--- config.mk ---
export PLATFORM = sky130hd
export DESIGN_NAME = uart_rx0
export DESIGN_NICKNAME = d
export VERILOG_FILES = /design/src/rtl/uart_pkg.sv /design/src/rtl/uart_rx_sync.sv /design/src/rtl/uart_rx0.sv
export SDC_FILE = /design/constraint.sdc
export NUM_CORES = 1
export LEC_CHECK = 0
export CAP_MARGIN = 5
export CORE_MARGIN = 3
export CORE_UTILIZATION = 53
export CTS_CLUSTER_DIAMETER = 150
export DETAILED_ROUTE_END_ITERATION = 7
export PLACE_DENSITY = 0.77
export SLEW_MARGIN = 20
export SYNTH_ARGS = -nofsm -noshare
export SYNTH_HDL_FRONTEND = slang
export SYNTH_HIERARCHICAL = 1
export SYNTH_SLANG_ARGS = --single-unit
--- constraint.sdc ---
create_clock -name clk_i -period 1.9 [get_ports clk_i]
set_input_delay 0.38 -clock clk_i [delete_from_list [all_inputs] [get_ports clk_i]]
set_output_delay 0.38 -clock clk_i [all_outputs]
set_load 0.1 [all_outputs]
--- src/rtl/uart_pkg.sv ---
// Shared types and constants for the UART receive path.
package uart_pkg;

  typedef enum logic [2:0] {
    ST_IDLE   = 3'd0,
    ST_START  = 3'd1,
    ST_DATA   = 3'd2,
    ST_STOP   = 3'd3,
    ST_PARITY = 3'd4
  } rx_state_e;

  localparam int OVERSAMPLE_DEF = 16;
  localparam int DATA_BITS      = 8;

  function automatic logic maj3(input logic [2:0] v);
    return (v[0] & v[1]) | (v[0] & v[2]) | (v[1] & v[2]);
  endfunction

endpackage

--- src/rtl/uart_rx_sync.sv ---
// Two-flop synchroniser for an asynchronous input, reset to the idle-high level.
// MAJORITY=1 adds a 3-sample vote after the synchroniser to reject single-clk spikes.
module uart_rx_sync
  import uart_pkg::*;
#(
  parameter bit MAJORITY = 1'b0
) (
  input  logic clk_i,
  input  logic rst_i,
  input  logic d_i,
  output logic q_o
);

  if (MAJORITY) begin : g_vote
    logic [3:0] sync_q;
    always_ff @(posedge clk_i or posedge rst_i) begin
      if (rst_i) sync_q <= '1;
      else       sync_q <= {sync_q[2:0], d_i};
    end
    assign q_o = maj3(sync_q[3:1]);
  end else begin : g_plain
    logic [1:0] sync_q;
    always_ff @(posedge clk_i or posedge rst_i) begin
      if (rst_i) sync_q <= '1;
      else       sync_q <= {sync_q[0], d_i};
    end
    assign q_o = sync_q[1];
  end

endmodule

--- src/rtl/uart_rx0.sv ---
// Oversampling UART receiver (8N1) with held-valid/ack byte handshake.
// Define UART_RX_PARITY_EN to add a parity bit (sense from PARITY_ODD) and parity_err_o.
module uart_rx0
  import uart_pkg::*;
#(
  parameter int OVERSAMPLE = OVERSAMPLE_DEF,
  parameter bit PARITY_ODD = 1'b0
) (
  input  logic       clk_i,
  input  logic       rst_i,
  input  logic       enable_i,
  input  logic       ser_in_i,
  input  logic       rd_ack_i,
  output logic [7:0] dout_byte_o,
  output logic       dout_rdy_o,
  output logic       frame_err_o,
  output logic       overrun_o,
`ifdef UART_RX_PARITY_EN
  output logic       parity_err_o,
`endif
  output logic       rx_busy_o
);

  localparam int CW = $clog2(OVERSAMPLE);
  localparam int BW = $clog2(DATA_BITS);
  localparam logic [CW-1:0] CNT_MID  = CW'(OVERSAMPLE / 2 - 1);
  localparam logic [CW-1:0] CNT_LAST = CW'(OVERSAMPLE - 1);
  localparam logic [BW-1:0] BIT_LAST = BW'(DATA_BITS - 1);

  logic rx_s;

  rx_state_e              state_q, state_d;
  logic [CW-1:0]          cnt_q, cnt_d;
  logic [BW-1:0]          bit_q, bit_d;
  logic [DATA_BITS-1:0]   shift_q, shift_d;
  logic [7:0]             byte_q, byte_d;
  logic                   armed_q, armed_d;
  logic                   rdy_q, rdy_d;
  logic                   ferr_q, ferr_d;
  logic                   ovr_q, ovr_d;
  logic                   load;
`ifdef UART_RX_PARITY_EN
  logic                   perr_q, perr_d;
  logic                   par_bad_q, par_bad_d;
`endif

  uart_rx_sync #(.MAJORITY(1'b0)) u_sync (
    .clk_i (clk_i),
    .rst_i (rst_i),
    .d_i   (ser_in_i),
    .q_o   (rx_s)
  );

  always_ff @(posedge clk_i or posedge rst_i) begin
    if (rst_i) begin
      state_q   <= ST_IDLE;
      cnt_q     <= '0;
      bit_q     <= '0;
      shift_q   <= '0;
      byte_q    <= '0;
      armed_q   <= 1'b0;
      rdy_q     <= 1'b0;
      ferr_q    <= 1'b0;
      ovr_q     <= 1'b0;
`ifdef UART_RX_PARITY_EN
      perr_q    <= 1'b0;
      par_bad_q <= 1'b0;
`endif
    end else begin
      state_q   <= state_d;
      cnt_q     <= cnt_d;
      bit_q     <= bit_d;
      shift_q   <= shift_d;
      byte_q    <= byte_d;
      armed_q   <= armed_d;
      rdy_q     <= rdy_d;
      ferr_q    <= ferr_d;
      ovr_q     <= ovr_d;
`ifdef UART_RX_PARITY_EN
      perr_q    <= perr_d;
      par_bad_q <= par_bad_d;
`endif
    end
  end

  always_comb begin
    state_d   = state_q;
    cnt_d     = cnt_q;
    bit_d     = bit_q;
    shift_d   = shift_q;
    byte_d    = byte_q;
    armed_d   = armed_q;
    rdy_d     = rdy_q;
    ferr_d    = 1'b0;
    ovr_d     = 1'b0;
    load      = 1'b0;
`ifdef UART_RX_PARITY_EN
    perr_d    = 1'b0;
    par_bad_d = par_bad_q;
`endif
    if (enable_i) begin
      case (state_q)
        // Arming needs a high tick first so a held-low break is not re-taken as a start.
        ST_IDLE: begin
          if (armed_q && !rx_s) begin
            state_d = ST_START;
            cnt_d   = '0;
            armed_d = 1'b0;
          end else if (rx_s) begin
            armed_d = 1'b1;
          end
        end
        ST_START: begin
          if (cnt_q == CNT_MID) begin
            cnt_d   = '0;
            bit_d   = '0;
            state_d = rx_s ? ST_IDLE : ST_DATA;
`ifdef UART_RX_PARITY_EN
            par_bad_d = 1'b0;
`endif
          end else begin
            cnt_d = cnt_q + 1'b1;
          end
        end
        ST_DATA: begin
          cnt_d = cnt_q + 1'b1;
          if (cnt_q == CNT_LAST) begin
            shift_d = {rx_s, shift_q[DATA_BITS-1:1]};
            bit_d   = bit_q + 1'b1;
            if (bit_q == BIT_LAST) begin
              cnt_d = '0;
`ifdef UART_RX_PARITY_EN
              state_d = ST_PARITY;
`else
              state_d = ST_STOP;
`endif
            end
          end
        end
`ifdef UART_RX_PARITY_EN
        ST_PARITY: begin
          cnt_d = cnt_q + 1'b1;
          if (cnt_q == CNT_LAST) begin
            cnt_d   = '0;
            state_d = ST_STOP;
            if (((^shift_q) ^ rx_s) != PARITY_ODD) begin
              perr_d    = 1'b1;
              par_bad_d = 1'b1;
            end
          end
        end
`endif
        ST_STOP: begin
          cnt_d = cnt_q + 1'b1;
          if (cnt_q == CNT_LAST) begin
            cnt_d   = '0;
            state_d = ST_IDLE;
            if (rx_s) begin
`ifdef UART_RX_PARITY_EN
              load = !par_bad_q;
`else
              load = 1'b1;
`endif
            end else begin
              ferr_d = 1'b1;
            end
          end
        end
        default: begin
          state_d = ST_IDLE;
          cnt_d   = '0;
        end
      endcase
    end
    // A load in the same clk as rd_ack wins and is not an overrun.
    if (load) begin
      byte_d = shift_q;
      rdy_d  = 1'b1;
      ovr_d  = rdy_q && !rd_ack_i;
    end else if (rd_ack_i) begin
      rdy_d = 1'b0;
    end
  end

  assign dout_byte_o  = byte_q;
  assign dout_rdy_o   = rdy_q;
  assign frame_err_o  = ferr_q;
  assign overrun_o    = ovr_q;
  assign rx_busy_o    = (state_q != ST_IDLE);
`ifdef UART_RX_PARITY_EN
  assign parity_err_o = perr_q;
`endif

endmodule
* After elaboration in Yosys (flattened, before gate mapping)
Cells that the tools add are included.
Storage, ports and cells: flip-flop bits (word level) 32, input bits 5
Cells by class: reductions and logical operators 14, muxes and demuxes 29, equality and inequality tests 11, add/sub/neg operators 2
Operators with widths (number):
- two-way mux 3 bit | 7
- two-way mux 4 bit | 5
- one-hot mux 4 bit (4 select lines) | 1
- two-way mux 1 bit | 13
- one-hot mux 3 bit (4 select lines) | 1
- != test 2 bit (second input constant) | 5
- equality test 3 x 2 -> 1 bit (second input constant) | 2
- one-hot mux 3 bit (2 select lines) | 1
- AND reduction 3 bit | 2
- AND reduction 6 bit | 1
- nonzero test 2 bit | 3
- adder 4 x 1 -> 4 bit (second input constant) | 1
- equality test 4 x 3 -> 1 bit (second input constant) | 1
- equality test 4 bit (second input constant) | 1
- AND reduction 4 bit | 1
- adder 3 x 1 -> 3 bit (second input constant) | 1
- equality test 3 x 1 -> 1 bit (second input constant) | 1
- equality test 3 bit (second input constant) | 1
- zero test 3 bit | 1
- nonzero test 3 bit | 1
- logical AND 1 bit | 2
- zero test 1 bit | 2
- two-way mux 2 bit | 1
- AND reduction 2 bit | 1

* Logic depth before layout (Yosys ltp)
Gate-level depths: netlist of run 1.
depth after elaboration 5, gate-level depth with buffers 6

* Cells and area by module
The synthesis of run 1 kept the hierarchy.
By module, submodules not included:
- uart_rx0 | cells an instance 101, seq. area each 725.7 µm², area each 1275.0 µm², times used 1
- uart_rx_sync | cells an instance 3, seq. area each 52.6 µm², area each 56.3 µm², times used 1

* Worst setup path after synthesis of run 1
No wires, ideal clock.
path type register to register, start point register state_q[0], end point register cnt_q[3], arrival 1.917 ns, required time 1.779 ns, slack -0.138 ns, library setup time 0.121 ns, cell stages (with the launch flop) 7, clock period less this slack 2.038 ns, buffers on the path 1, cells stage by stage dfrtp_1 buf_2 nor2_1 inv_1 o21ai_0 a21o_1 a22o_1
Between the ends: word-level cells in the longest chain between the ends 3, elaborated cells between the ends (all ways) 7
RTL lines:
- from (decl) | line uart_rx0.sv:32 | rx_state_e state_q, state_d;
- from (signal assigned) | line uart_rx0.sv:70 | state_q <= state_d;
- zero test 3 bit | line uart_rx0.sv:102 | case (state_q)
- != test 2 bit (no line)
- AND reduction 2 bit (no line)
- to (signal assigned) | line uart_rx0.sv:71 | cnt_q <= cnt_d;
- to (decl) | line uart_rx0.sv:33 | logic [CW-1:0] cnt_q, cnt_d;
Several ways; a longest one is shown, not always the timed one. A chain may end at the register's enable or synchronous reset.

* Worst setup path in the final report of run 1
start point register state_q[0], end point output rx_busy_o
Between the ends: word-level cells in the longest chain between the ends 1
RTL lines:
- nonzero test 3 bit | line uart_rx0.sv:189 | assign rx_busy_o = (state_q != ST_IDLE);
- to (decl) | line uart_rx0.sv:21 | output logic rx_busy_o
Every way passes these cells.

==> metrics.md, run 1 <==
| Metric | Value |
|---|---|
| Initial antenna violation count | 0 |
| Unrepaired setup endpoints after global routing | no |
| Worst-path cell with the longest stage delay | dfrtp_1 |
| DRT antenna net count | 0 |
| Synth area leaders | dfrtp_1 (55%), mux2_2 (14%), dfstp_2 (3.9%), ha_1 (2.8%), nand2_1 (2.3%) |
| H-tree depth | 2 |
| Drc violations | 0 |
| Post-DP HPWL | 1.62 mm |
| CP Launch Type | flop |
| Tmin final | 1.78 ns |
| Drt total wl | 2.17 mm |
| Status | complete, no violations |
| Final core area utilization | 71.2% |
| Avg Vias per Cell | 5.28 |
| Port Buf Inserts | 16 |
| Sequential area share after synthesis | 58.5% |
| Clock sink count | 31 |
| Hold buffers post-CTS | 0 |
| Hold/Removal Path Class | reg -> reg |
| Fillcell total | 165 |
| Ys Warns | 6 |
| Synth top area share | 54.5% |
| GPL Wtd Cong | 0.694 |
| Grt total ovfl | 0 |
| Die area | 3150 µm² |
| Grt met3 use | 7.89% |
| Cell with the most instances after synthesis | dfrtp_1 |
| Clock Skews | 0.00542 ns |
| DR iter-0 viols | 20 |
| Met1 Use GR | 20.4% |
| GR met2 Demand/Resource | 25.2% |
| Fmax | 561 MHz |
| Worst setup EP type | output pin |
| P&R area growth vs syn | 22.8% |
| Syn Area/Cell | 12.8 µm² |
| Worst slew pin tran | 0.360 ns |
| PwrDens | 977 nW/µm² |
| Worst path max stage delay | 0.50 ns |
| Wire length per cell | 13.4 µm |
| Max-cap viol count | 0 |
| Max FO, Critical Path | 9 |
| Crit path kind | reg -> out |
| Post-Syn Area | 1330 µm² |
| Synth top cells by count | dfrtp_1 (29), mux2_2 (17), nand2_1 (8) |
| Max Slew Vio Count | 0 |
| Root Driver | clkbuf_4 |
| Clk slew on worst S/H paths | 0.09 ns |
| Worst-Skew Late Latency | 0.33 ns |
| Post-route clock period utilization | 93.8% |
| IO Pins | 17 |
| Syn nets | 112 |
| #FFs+latches synth | 31 |
| Dpl cells | 155 |
| Cell Rows | 17 |
| Final hold vios | 0 |
| First-pass GRT wire length | 3.93 mm |
| Number of flops mapped to enable cells by yosys | 0 |
| TritonCTS buffer count | 5 |
| Via count | 856 |
| GRT Util Overall | 16.8% |
| Synth Instances | 104 |
| Final #Nets | 142 |
| Die height | 56.1 µm |
| Clock buffer depth | 2 |
| Post-synth top flop | dfrtp_1 |
| Worst EP arrival | 1.40 ns |
| Largest net degree at the start of global routing | 30 |
| Register area | 778 µm² |
| Share of cells above drive strength 1 | 40.3% |
| Initial core utilization | 58.0% |
| Core area | 2300 µm² |
| Share of flip-flops with an asynchronous set or reset | 100% |
| Post-CTS setup buffer count | 0 |
| Post-CTS Resized | 0 |
| Area leader, netlist | dfrtp_1 |
| Non-filler cells, final | 162 |
| Diodes inserted | 0 |
| Worst path cell trace | nor2_4 -> clkinvlp_4 -> buf_12 |
| Max_slew headroom | 76.0% |
| Die W | 56.1 µm |
| GRT Max-Usage Layer | met2 |
| Peak supply drop | 863 µV |
| Multi-input gate area | 529 µm² |
| Final setup violating endpoints | 0 |
| Synth unique cells | 31 |
| TritonRoute pass-1 iters | 4 |
| Leak | 0.829 nW |
| Vias in the first global route | 903 |
| Setup TNS | 0 ns |
| Required @ worst endpoint | 1.52 ns |
| CTS tree | yes |
==> sequential cells by signal, summed over array words and instances, names as in the netlist <==
| register | cells |
|---|---|
| armed_q | 1 |
| bit_q | 3 |
| cnt_q | 4 |
| dout_byte_o | 8 |
| dout_rdy_o | 1 |
| frame_err_o | 1 |
| overrun_o | 1 |
| shift_q | 8 |
| state_q | 2 |
| u_sync/g_plain.sync_q | 2 |
==> stage by stage <==
step / cell area (µm²) / total power [mW] / setup slack [ns] / hold WS (ns)
5_1_grt: 1640 / 1.71 / 0.0153 / 0.372
3_5_place_dp: 1580 / 1.24 / -0.0765 / 0.347
2_1_floorplan: 1350 / 1.13 / 0.0267 / 0.292
3_3_place_gp: 1580 / 1.22 / -0.0397 / 0.348
4_1_cts: 1640 / 1.62 / 0.0947 / 0.366
6_report: 1640 / 1.60 / 0.118 / 0.366
==> worst paths after layout <==
kind	startpoint	endpoint	slack, ns	cells past startpoint
worst max-delay path	state_q[0]$_DFFE_PP0P_	rx_busy_o	0.12	3
worst min-delay path	u_sync/g_plain.sync_q[0]$_DFF_PP1_	u_sync/g_plain.sync_q[1]$_DFF_PP1_	0.37	0
worst max register to register	cnt_q[0]$_DFFE_PP0P_	dout_byte_o[1]$_DFFE_PP0P_	0.17	6
worst min register to register	u_sync/g_plain.sync_q[0]$_DFF_PP1_	u_sync/g_plain.sync_q[1]$_DFF_PP1_	0.37	0
max in group asynchronous	rst_i	frame_err_o$_DFF_PP0_	1.18	3
min in group asynchronous	rst_i	u_sync/g_plain.sync_q[0]$_DFF_PP1_	0.41	2
==> cells by family after synthesis <==
| group | after synthesis | synth area share, % |
|---|---|---|
| XOR/XNOR | 1 | 0.658 |
| flip-flops | 31 | 58.5 |
| adder cells (fa/ha/maj) | 3 | 2.82 |
| AO/OA/AOI/OAI | 13 | 6.67 |
| buffers and inverters | 8 | 2.63 |
| multiplexers | 19 | 15.9 |
| AND/OR/NAND/NOR | 29 | 12.9 |
==> power by group <==
| part | internal [mW] | switching [mW] | total, mW | leakage, nW |
|---|---|---|---|---|
| Combinational | 0.163 | 0.237 | 0.399 | 0.385 |
| Clock | 0.171 | 0.206 | 0.377 | 0.0341 |
| Sequential | 0.733 | 0.0889 | 0.822 | 0.410 |
==> layout make-up <==
| type | count | share of cell area (%) |
|---|---|---|
| Clock buffer | 6 | 3.14 |
| Tap cell | 28 | 2.14 |
| Multi-Input combinational cell | 65 | 32.4 |
| Timing Repair Buffer | 25 | 12.9 |
| Inverter | 6 | 1.61 |
| Clock inverter | 1 | 0.306 |
| Sequential cell | 31 | 47.6 |
==> placed cells by master (no fill, tap or decap), types with 2 or more instances in the layout <==
cell type,Yosys,final
a31oi_1,2,2
buf_4,1,20
clkbuf_4,0,5
clkdlybuf4s50_1,0,4
dfrtp_1,29,29
dfstp_2,2,2
ha_1,3,3
inv_1,6,5
mux2_2,17,17
mux2i_1,2,2
nand2_1,8,8
nand2b_1,3,3
nand3_1,2,2
nor2_1,4,3
nor2b_1,3,3
nor3b_1,2,2
o21ai_0,4,3
==> routing by layer <==
layer / part of all wire, % / vias up
met4: 2.3 / 0
met3: 5.7 / 6
met5: 0 / -
met2: 45 / 15
met1: 47 / 409
li1: - / 426
==> worst max-delay path: cells and delay by family, from the launching register on <==
kind	cells	cell delay [ns]
flops	1	0.50
buf+inv	2	0.38
simple gates	1	0.19
No activity file was read; power rests on OpenSTA's default activity.
==> run 2, diff against run 1 <==
--- a/config.mk
+++ b/config.mk
@@ -5,12 +5,12 @@
 export SDC_FILE = /design/constraint.sdc
 export NUM_CORES = 1
 export LEC_CHECK = 0
-export CAP_MARGIN = 5
 export CORE_MARGIN = 3
 export CORE_UTILIZATION = 53
-export CTS_CLUSTER_DIAMETER = 150
+export CTS_CLUSTER_DIAMETER = 120
 export DETAILED_ROUTE_END_ITERATION = 7
 export PLACE_DENSITY = 0.77
+export SKIP_CTS_REPAIR_TIMING = 1
 export SLEW_MARGIN = 20
 export SYNTH_ARGS = -nofsm -noshare
 export SYNTH_HDL_FRONTEND = slang
==> results of run 2 <==
Final layout, timing and power as in run 1 (identical DEF).
